### src/rtl/jtag_xfer_pkg.sv
// Shared definitions for the JTAG memory-transfer data register: FSM states,
// shift-register field offsets and the default timeout limit.
package jtag_xfer_pkg;

  typedef enum logic [1:0] {
    IDLE = 2'd0,
    REQ  = 2'd1,
    RESP = 2'd2
  } xfer_state_e;

  // Shift register layout is {data, err, ovf} with ovf in bit 0
  localparam int SR_OVF_BIT  = 0;
  localparam int SR_ERR_BIT  = 1;
  localparam int SR_DATA_LSB = 2;

  localparam int TIMEOUT_CYC_DEF = 255;

endpackage

### src/rtl/jtag_mem_xfer.sv
// JTAG data register that turns each update into one bus access with optional
// address auto-increment. Define JTAG_XFER_TIMEOUT_EN to abort stalled accesses.
module jtag_mem_xfer
  import jtag_xfer_pkg::*;
#(
  parameter int DATA_W      = 32,
  parameter int TIMEOUT_CYC = TIMEOUT_CYC_DEF
) (
  input  logic              clk_i,
  input  logic              rst_ni,
  input  logic              capture_i,
  input  logic              shift_i,
  input  logic              update_i,
  input  logic              sel_i,
  input  logic              tdi_i,
  output logic              tdo_o,
  input  logic [31:0]       addr_i,
  input  logic              wr_i,
  input  logic              inc_i,
  output logic              req_o,
  output logic              we_o,
  output logic [31:0]       addr_o,
  output logic [DATA_W-1:0] wdata_o,
  input  logic              gnt_i,
  input  logic              rvalid_i,
  input  logic [DATA_W-1:0] rdata_i,
  output logic              busy_o
);

  localparam int SR_W = DATA_W + SR_DATA_LSB;

  xfer_state_e       state_q;
  logic [SR_W-1:0]   sr_q;
  logic [DATA_W-1:0] rdata_q;
  logic [DATA_W-1:0] wdata_q;
  logic [31:0]       ptr_q;
  logic [31:0]       base_q;
  logic              we_q;
  logic              ovf_q;
  logic              err_q;
  logic              req_q;
  logic              busy_q;

  logic              cap_en;
  logic              shift_en;
  logic              upd_en;
  logic              reload;
  logic              tmo_hit;
  logic              resp_done;
  logic [DATA_W-1:0] cap_data;

  assign cap_en    = sel_i & capture_i;
  assign shift_en  = sel_i & shift_i;
  assign upd_en    = sel_i & update_i;
  assign reload    = (state_q == IDLE) && (addr_i != base_q);
  assign resp_done = (state_q == RESP) && rvalid_i && !tmo_hit;

  // A capture on the completing edge must see the read data arriving now
  assign cap_data  = (resp_done && !we_q) ? rdata_i : rdata_q;

  // A non-positive TIMEOUT_CYC leaves this empty marker block in the hierarchy
  if (TIMEOUT_CYC < 1) begin : g_timeout_cyc_invalid
  end

`ifdef JTAG_XFER_TIMEOUT_EN
  localparam int TMO_W = $clog2(TIMEOUT_CYC + 1);

  logic [TMO_W-1:0] tmo_cnt_q;

  assign tmo_hit = (state_q != IDLE) && (tmo_cnt_q == TMO_W'(TIMEOUT_CYC - 1));

  always_ff @(posedge clk_i) begin
    if (!rst_ni) begin
      tmo_cnt_q <= '0;
      err_q     <= 1'b0;
    end else begin
      if (state_q == IDLE) begin
        tmo_cnt_q <= '0;
      end else if (!tmo_hit) begin
        tmo_cnt_q <= tmo_cnt_q + 1'b1;
      end
      if (tmo_hit) begin
        err_q <= 1'b1;
      end else if (cap_en) begin
        err_q <= 1'b0;
      end
    end
  end
`else
  assign tmo_hit = 1'b0;
  assign err_q   = 1'b0;
`endif

  always_ff @(posedge clk_i) begin
    if (!rst_ni) begin
      state_q <= IDLE;
      sr_q    <= '0;
      rdata_q <= '0;
      wdata_q <= '0;
      ptr_q   <= '0;
      base_q  <= '0;
      we_q    <= 1'b0;
      ovf_q   <= 1'b0;
      req_q   <= 1'b0;
      busy_q  <= 1'b0;
    end else begin
      if (cap_en) begin
        sr_q <= {cap_data, err_q, ovf_q};
      end else if (shift_en) begin
        sr_q <= {tdi_i, sr_q[SR_W-1:1]};
      end

      // Overrun flag is sticky; a coinciding set wins over the capture clear
      if (upd_en && busy_q) begin
        ovf_q <= 1'b1;
      end else if (cap_en) begin
        ovf_q <= 1'b0;
      end

      unique case (state_q)
        IDLE: begin
          if (reload) begin
            ptr_q  <= addr_i;
            base_q <= addr_i;
          end else if (upd_en) begin
            we_q    <= wr_i;
            wdata_q <= sr_q[SR_W-1:SR_DATA_LSB];
            req_q   <= 1'b1;
            busy_q  <= 1'b1;
            state_q <= REQ;
          end
        end
        REQ: begin
          if (tmo_hit) begin
            req_q   <= 1'b0;
            busy_q  <= 1'b0;
            state_q <= IDLE;
          end else if (gnt_i) begin
            req_q   <= 1'b0;
            state_q <= RESP;
          end
        end
        RESP: begin
          if (tmo_hit) begin
            busy_q  <= 1'b0;
            state_q <= IDLE;
          end else if (rvalid_i) begin
            if (!we_q) begin
              rdata_q <= rdata_i;
            end
            if (inc_i) begin
              ptr_q <= ptr_q + 32'd4;
            end
            busy_q  <= 1'b0;
            state_q <= IDLE;
          end
        end
        default: begin
          req_q   <= 1'b0;
          busy_q  <= 1'b0;
          state_q <= IDLE;
        end
      endcase
    end
  end

  assign tdo_o   = sr_q[SR_OVF_BIT];
  assign req_o   = req_q;
  assign we_o    = we_q;
  assign addr_o  = ptr_q;
  assign wdata_o = wdata_q;
  assign busy_o  = busy_q;

endmodule
### config.mk
export PLATFORM = sky130hd
export DESIGN_NAME = jtag_mem_xfer
export DESIGN_NICKNAME = d
export VERILOG_FILES = /design/src/rtl/jtag_xfer_pkg.sv /design/src/rtl/jtag_mem_xfer.sv
export SDC_FILE = /design/constraint.sdc
export NUM_CORES = 1
export LEC_CHECK = 0
export BUFFER_PORTS_ARGS = -buffer_cell sky130_fd_sc_hd__buf_2
export CAP_MARGIN = 10
export CORE_MARGIN = 3
export CORE_UTILIZATION = 39
export CTS_BUF_LIST = sky130_fd_sc_hd__clkbuf_8
export CTS_CLUSTER_SIZE = 12
export DETAILED_ROUTE_END_ITERATION = 8
export GPL_TIMING_DRIVEN = 0
export PLACE_DENSITY_LB_ADDON = 0.2
export SLEW_MARGIN = 5
export SYNTH_ARGS = -nofsm -noshare
export SYNTH_HDL_FRONTEND = slang
export SYNTH_SLANG_ARGS = --single-unit
### constraint.sdc
create_clock -name clk_i -period 3.55 [get_ports clk_i]
set_clock_uncertainty 0.2 [all_clocks]
set_input_delay 0.1775 -clock clk_i [delete_from_list [all_inputs] [get_ports clk_i]]
set_output_delay 0.1775 -clock clk_i [all_outputs]
set_load 0.01 [all_outputs]
## Word level (Yosys, flattened, before mapping)

Cells that the tools add are included.

- Add/subtract/negate cells: 1
- Equality and inequality tests: 9
- Multiplexer cells: 20
- Bitwise operators: 8
- Reduce and logical (&&, ||, !) cells: 17

Operators by type and width:

| cell | number |
|---|---|
| 32-bit 2-to-1 mux | 4 |
| 34-bit 2-to-1 mux | 2 |
| 32-bit case mux with 2 select lines | 1 |
| 32-bit by 3-bit adder with 32-bit output, second input constant | 1 |
| 32-bit != test | 1 |
| 4-bit AND reduction | 4 |
| 2-bit != test, second input constant | 6 |
| 2-bit 2-to-1 mux | 4 |
| 1-bit 2-to-1 mux | 6 |
| 1-bit case mux with 3 select lines | 2 |
| 2-bit case mux with 3 select lines | 1 |
| 3-bit AND reduction | 2 |
| 2-bit nonzero test | 3 |
| 1-bit inverter | 5 |
| 1-bit logical AND | 4 |
| 1-bit bitwise AND | 3 |
| 2-bit by 1-bit equality test with 1-bit output, second input constant | 1 |
| 2-bit equality test, second input constant | 1 |
| 2-bit zero test | 1 |
| 2-bit AND reduction | 1 |
| 2-bit OR reduction | 1 |
| 1-bit zero test | 1 |

- Register bits after elaboration: 168
- Input bits: 75
- Output and inout port bits: 68
- Word-level logic and storage cells: 66

## Longest topological paths before layout

- Depth in word-level cells: 5
- Depth in mapped cells: 8
- Mapped depth without buffers: 7

## Least setup slack after synthesis

No wires, ideal clock.

- Kind: register -> register
- Start point: register ptr_q[2] (netlist: addr_o[2])
- End point: register ptr_q[30] (netlist: addr_o[30])
- Setup time: 0.130 ns
- Data arrival time: 2.079 ns
- Data required time: 3.220 ns
- Path slack: 1.141 ns
- Stages on the path, launching flop included: 9
- Path buffers: 2
- Clock period less this slack: 2.409 ns
- Cell sequence: dfxtp_1 ha_1 nand4_2 or2_1 clkbuf_2 or4_1 buf_2 o2111ai_1 o31ai_1

- Longest elaborated chain between the ends: 4

Ends and longest elaborated chain:

| element | RTL line | source |
|---|---|---|
| start, declared | jtag_mem_xfer.sv:36 | `logic [31:0] ptr_q;` |
| start signal, assigned | jtag_mem_xfer.sv:123 | `ptr_q <= addr_i;` |
| start signal, assigned | jtag_mem_xfer.sv:152 | `ptr_q <= ptr_q + 32'd4;` |
| 32-bit by 3-bit adder with 32-bit output | jtag_mem_xfer.sv:152 |  |
| 32-bit 2-to-1 mux | jtag_mem_xfer.sv:151 | `if (inc_i) begin` |
| 32-bit 2-to-1 mux | jtag_mem_xfer.sv:147 | `end else if (rvalid_i) begin` |
| 32-bit case mux with 2 select lines | jtag_mem_xfer.sv:120 | `unique case (state_q)` |

Every way passes these cells. The select of a mux whose other input is x is not followed.
A chain may end at the register's enable or synchronous reset.

## Final worst setup path

- Start point: input port addr_i[3]
- End point: register ptr_q[23] (netlist: addr_o[23])

- Longest elaborated chain between the ends: 4

Ends and longest elaborated chain:

| element | RTL line | source |
|---|---|---|
| start, declared | jtag_mem_xfer.sv:17 | `input logic [31:0] addr_i,` |
| 32-bit != test | jtag_mem_xfer.sv:55 | `assign reload = (state_q == IDLE) && (addr_i != base_q);` |
| 1-bit logical AND | jtag_mem_xfer.sv:55 |  |
| 2-bit != test (no line) | -- |  |
| 4-bit AND reduction (no line) | -- |  |

Every way passes these cells.

==> metrics.txt <==
I/O Buffers=roughly 140; Reg clk slew, reported paths=about 110 ps; fill cell count=1,810; drt first pass iters=5; largest area contributor in the netlist=dfxtp_1; Power Density=between 400 and 500 nW/um^2; cts bufs inserted=17; WL final=between 20,000 and 25,000 microns; post-CTS resize count=0; crit path time final=2840 ps; number of synthesized flops with an enable pin=0; RR Startpoint=base_q[3]$_SDFFE_PN0P_; internal power=2.77 mW; Most Frequent Cell on Critical Path=buf_2; Routed Antenna Nets=0; Synth top area share=0.462; placed cell count=1,187; mapped cell area=7290 sq um; Peak VDD IR=234 uV; final net count=1,123; register area share after synthesis=0.462; Gate Count Post-Synth=between 800 and 900; Async S/R FF share, synth=0; Clock power frac=0.399; total gr overflow=0; max_cap viols=0; DIE HEIGHT=143 microns; Antenna Cells=0; drt via density=5.32; Finish-stage setup viols=0; GR met2 Demand/Resource=0.351; Sw Ratio=0.278; area growth from synthesis to layout=29.5%; post-synth net total=893; Crit path required time=3700 ps; first-pass GRT wire length=35,000 microns; crit end category=register; Pins Over Slew Limit=0; commonest cells after routing, fill and taps aside=168 x dfxtp_1, 149 x buf_2, 118 x nand2_1; row count=49; routability congestion estimate=0.915; Die X-Extent=143 microns; Seq pwr share=0.512; DR DRC count=0; min-delay src=capture_i; register bit total from synthesis=168; CP max-delay cell=nor4_2; CP top delay family=simple AND/OR/NAND/NOR gates; worst-path cell chain=dlygate4sd3_1, buf_2, xnor2_1, nand4_1, nor4_2, a211oi_4, nor2_4, buf_2, o31ai_1; commonest non-fill, non-tap cell in the layout=dfxtp_1; Hold Fails Final Rpt=0; clk_lat worst skew=roughly 470 ps; setup TNS=0 ps; initial antenna violation count=0; Leak=4.01 nW; Max transition margin=0.407; Initial Util=0.401; worst-path fanout max=10; DP HPWL=about 16,000 microns; Hold Path Class=in -> reg; Switching Power=1.07 mW; Avg Cell Area, Syn=8.92 sq um; CTS tree=done; CTS Sinks=168; GRT met3 Usage=0.0435; CTS Root Cell=clkbuf_8; largest net degree at the start of global routing=20; Setup Crit Path Kind=in -> reg; crit path launch type=input pin; M1 GR Usage=0.297; hold slack=approximately 54 ps; fin util=0.520; worst setup path startpoint=addr_i[3]; I/O pins=143; crit path DAT=2980 ps; Worst path max stage delay=680 ps; vias post-DR=approximately 7,000; ratio of cells with drive above 1 in the final layout=0.188; number of global-route vias before repair=approximately 6,500; routed len/inst=17.2 microns; core region area=~18,000 sq um; FMAX=353 MHz; Yosys Warn Count=0; Post-Layout Cell Count=1,289; Total GRT Usage=0.219; clk buf depth=2; Final Power=3.83 mW; RSZ-0062 raised after global routing=false; Period Utilization, post-route=0.799; Post-CTS Setup Bufs=0; H-tree depth=4; CP bufs+invs=3; status=finished clean; Synth area leaders=dfxtp_1 46%, mux2i_1 9.2%, nand2_1 6.1%; Synth cell types=55; Post-synth top flop=dfxtp_1; Most Crowded Layer GR=met2; DR iter-0 viols=450; area of the die=20,400 sq um; worst-margin pin slew=888 ps; Hold Buf Count CTS=70; Combinational Power Share=0.089
[final timing paths]
| check | depth (start not counted) | slack, ps | endpoint |
|---|---|---|---|
| hold reg to reg | 2 | 270 | rdata_q[9]$_SDFFE_PN0P_ |
| setup / recovery | 9 | 710 | addr_o[23]$_SDFFE_PN0P_ |
| setup reg to reg | 7 | 760 | addr_o[23]$_SDFFE_PN0P_ |
| hold / removal | 4 | 50 | sr_q[2]$_SDFFE_PN0P_ |
[power groups by stage]
stage          logic, mW  registers [mW]  clock network (mW)
3_5_place_dp       0.281            2.01                   0
3_3_place_gp       0.280            2.00                   0
2_1_floorplan      0.139            2.01                   0
4_1_cts            0.341            1.96                1.56
6_report           0.341            1.96                1.53
5_1_grt            0.372            1.97                1.65
[state kept, by name, summed over array words and instances, names as in the netlist]
name     flops
base_q      32
rdata_q     32
req_o        1
busy_o       1
sr_q        34
state_q      2
wdata_o     32
we_o         1
addr_o      32
ovf_q        1
[layer usage]
metal / wire, microns / vias to the layer above
met5: 0 / -
met4: 490 / 0
met3: 1330 / 28
met2: 10200 / 233
met1: 10100 / 3195
li1: - / 3402
[cell usage after synthesis (3+ instances only)]
cell type / count
o32ai_1: 5
o31ai_1: 17
o2111ai_1: 11
o2bb2ai_1: 32
clkbuf_1: 42
dfxtp_1: 168
a31o_2: 3
nor4_1: 3
buf_2: 8
nand3_1: 18
nand2_1: 118
and3_1: 8
inv_1: 9
a221oi_1: 3
a21oi_1: 51
mux2i_1: 67
xnor2_1: 35
o21ai_1: 6
o22ai_1: 4
o21ai_0: 16
buf_1: 3
nand4_1: 16
nor3_1: 10
a22oi_1: 35
nor2_1: 86
o211ai_1: 3
[cell type report]
| type | count | area, sq um | share of cell area |
|---|---|---|---|
| multi-input cells | 581 | 3630 | 0.385 |
| flip-flops and latches | 168 | 3360 | 0.356 |
| repair buffers | 211 | 1410 | 0.149 |
| well taps | 229 | 287 | 0.0304 |
| plain buffers | 59 | 256 | 0.0272 |
| clock buffers | 17 | 234 | 0.0248 |
| clock inverters | 15 | 224 | 0.0237 |
| inverters | 9 | 33.8 | 0.00358 |
[through the flow]
step | setup WS [ps] | area [sq um]
floorplan | 1140 | 7290
global placement | 791 | 8280
detailed placement | 781 | 8280
CTS | 752 | 9440
global route | 653 | 9440
finish | 714 | 9440
[worst reg2reg max path, delay by kind of cell, from the launching register on]
kind                   cells  cell delay [ps]
AND/OR/NAND/NOR            3             1180
AO/OA/AOI/OAI              2              370
flip-flops                 1              330
buffers and inverters      1              340
XOR/XNOR                   1              260
[cells by family (layout without fill, tap and decap cells)]
family	after synthesis	after routing	share of synthesized area
flip-flops	168	168	0.462
AND/OR/NAND/NOR	276	276	0.167
multiplexers	68	68	0.0936
XOR/XNOR	36	36	0.0433
buffers and inverters	68	311	0.0398
adder cells (fa/ha/maj)	1	1	0.00172
AO/OA/AOI/OAI	200	200	0.193
No activity file was read; power rests on OpenSTA's default activity.
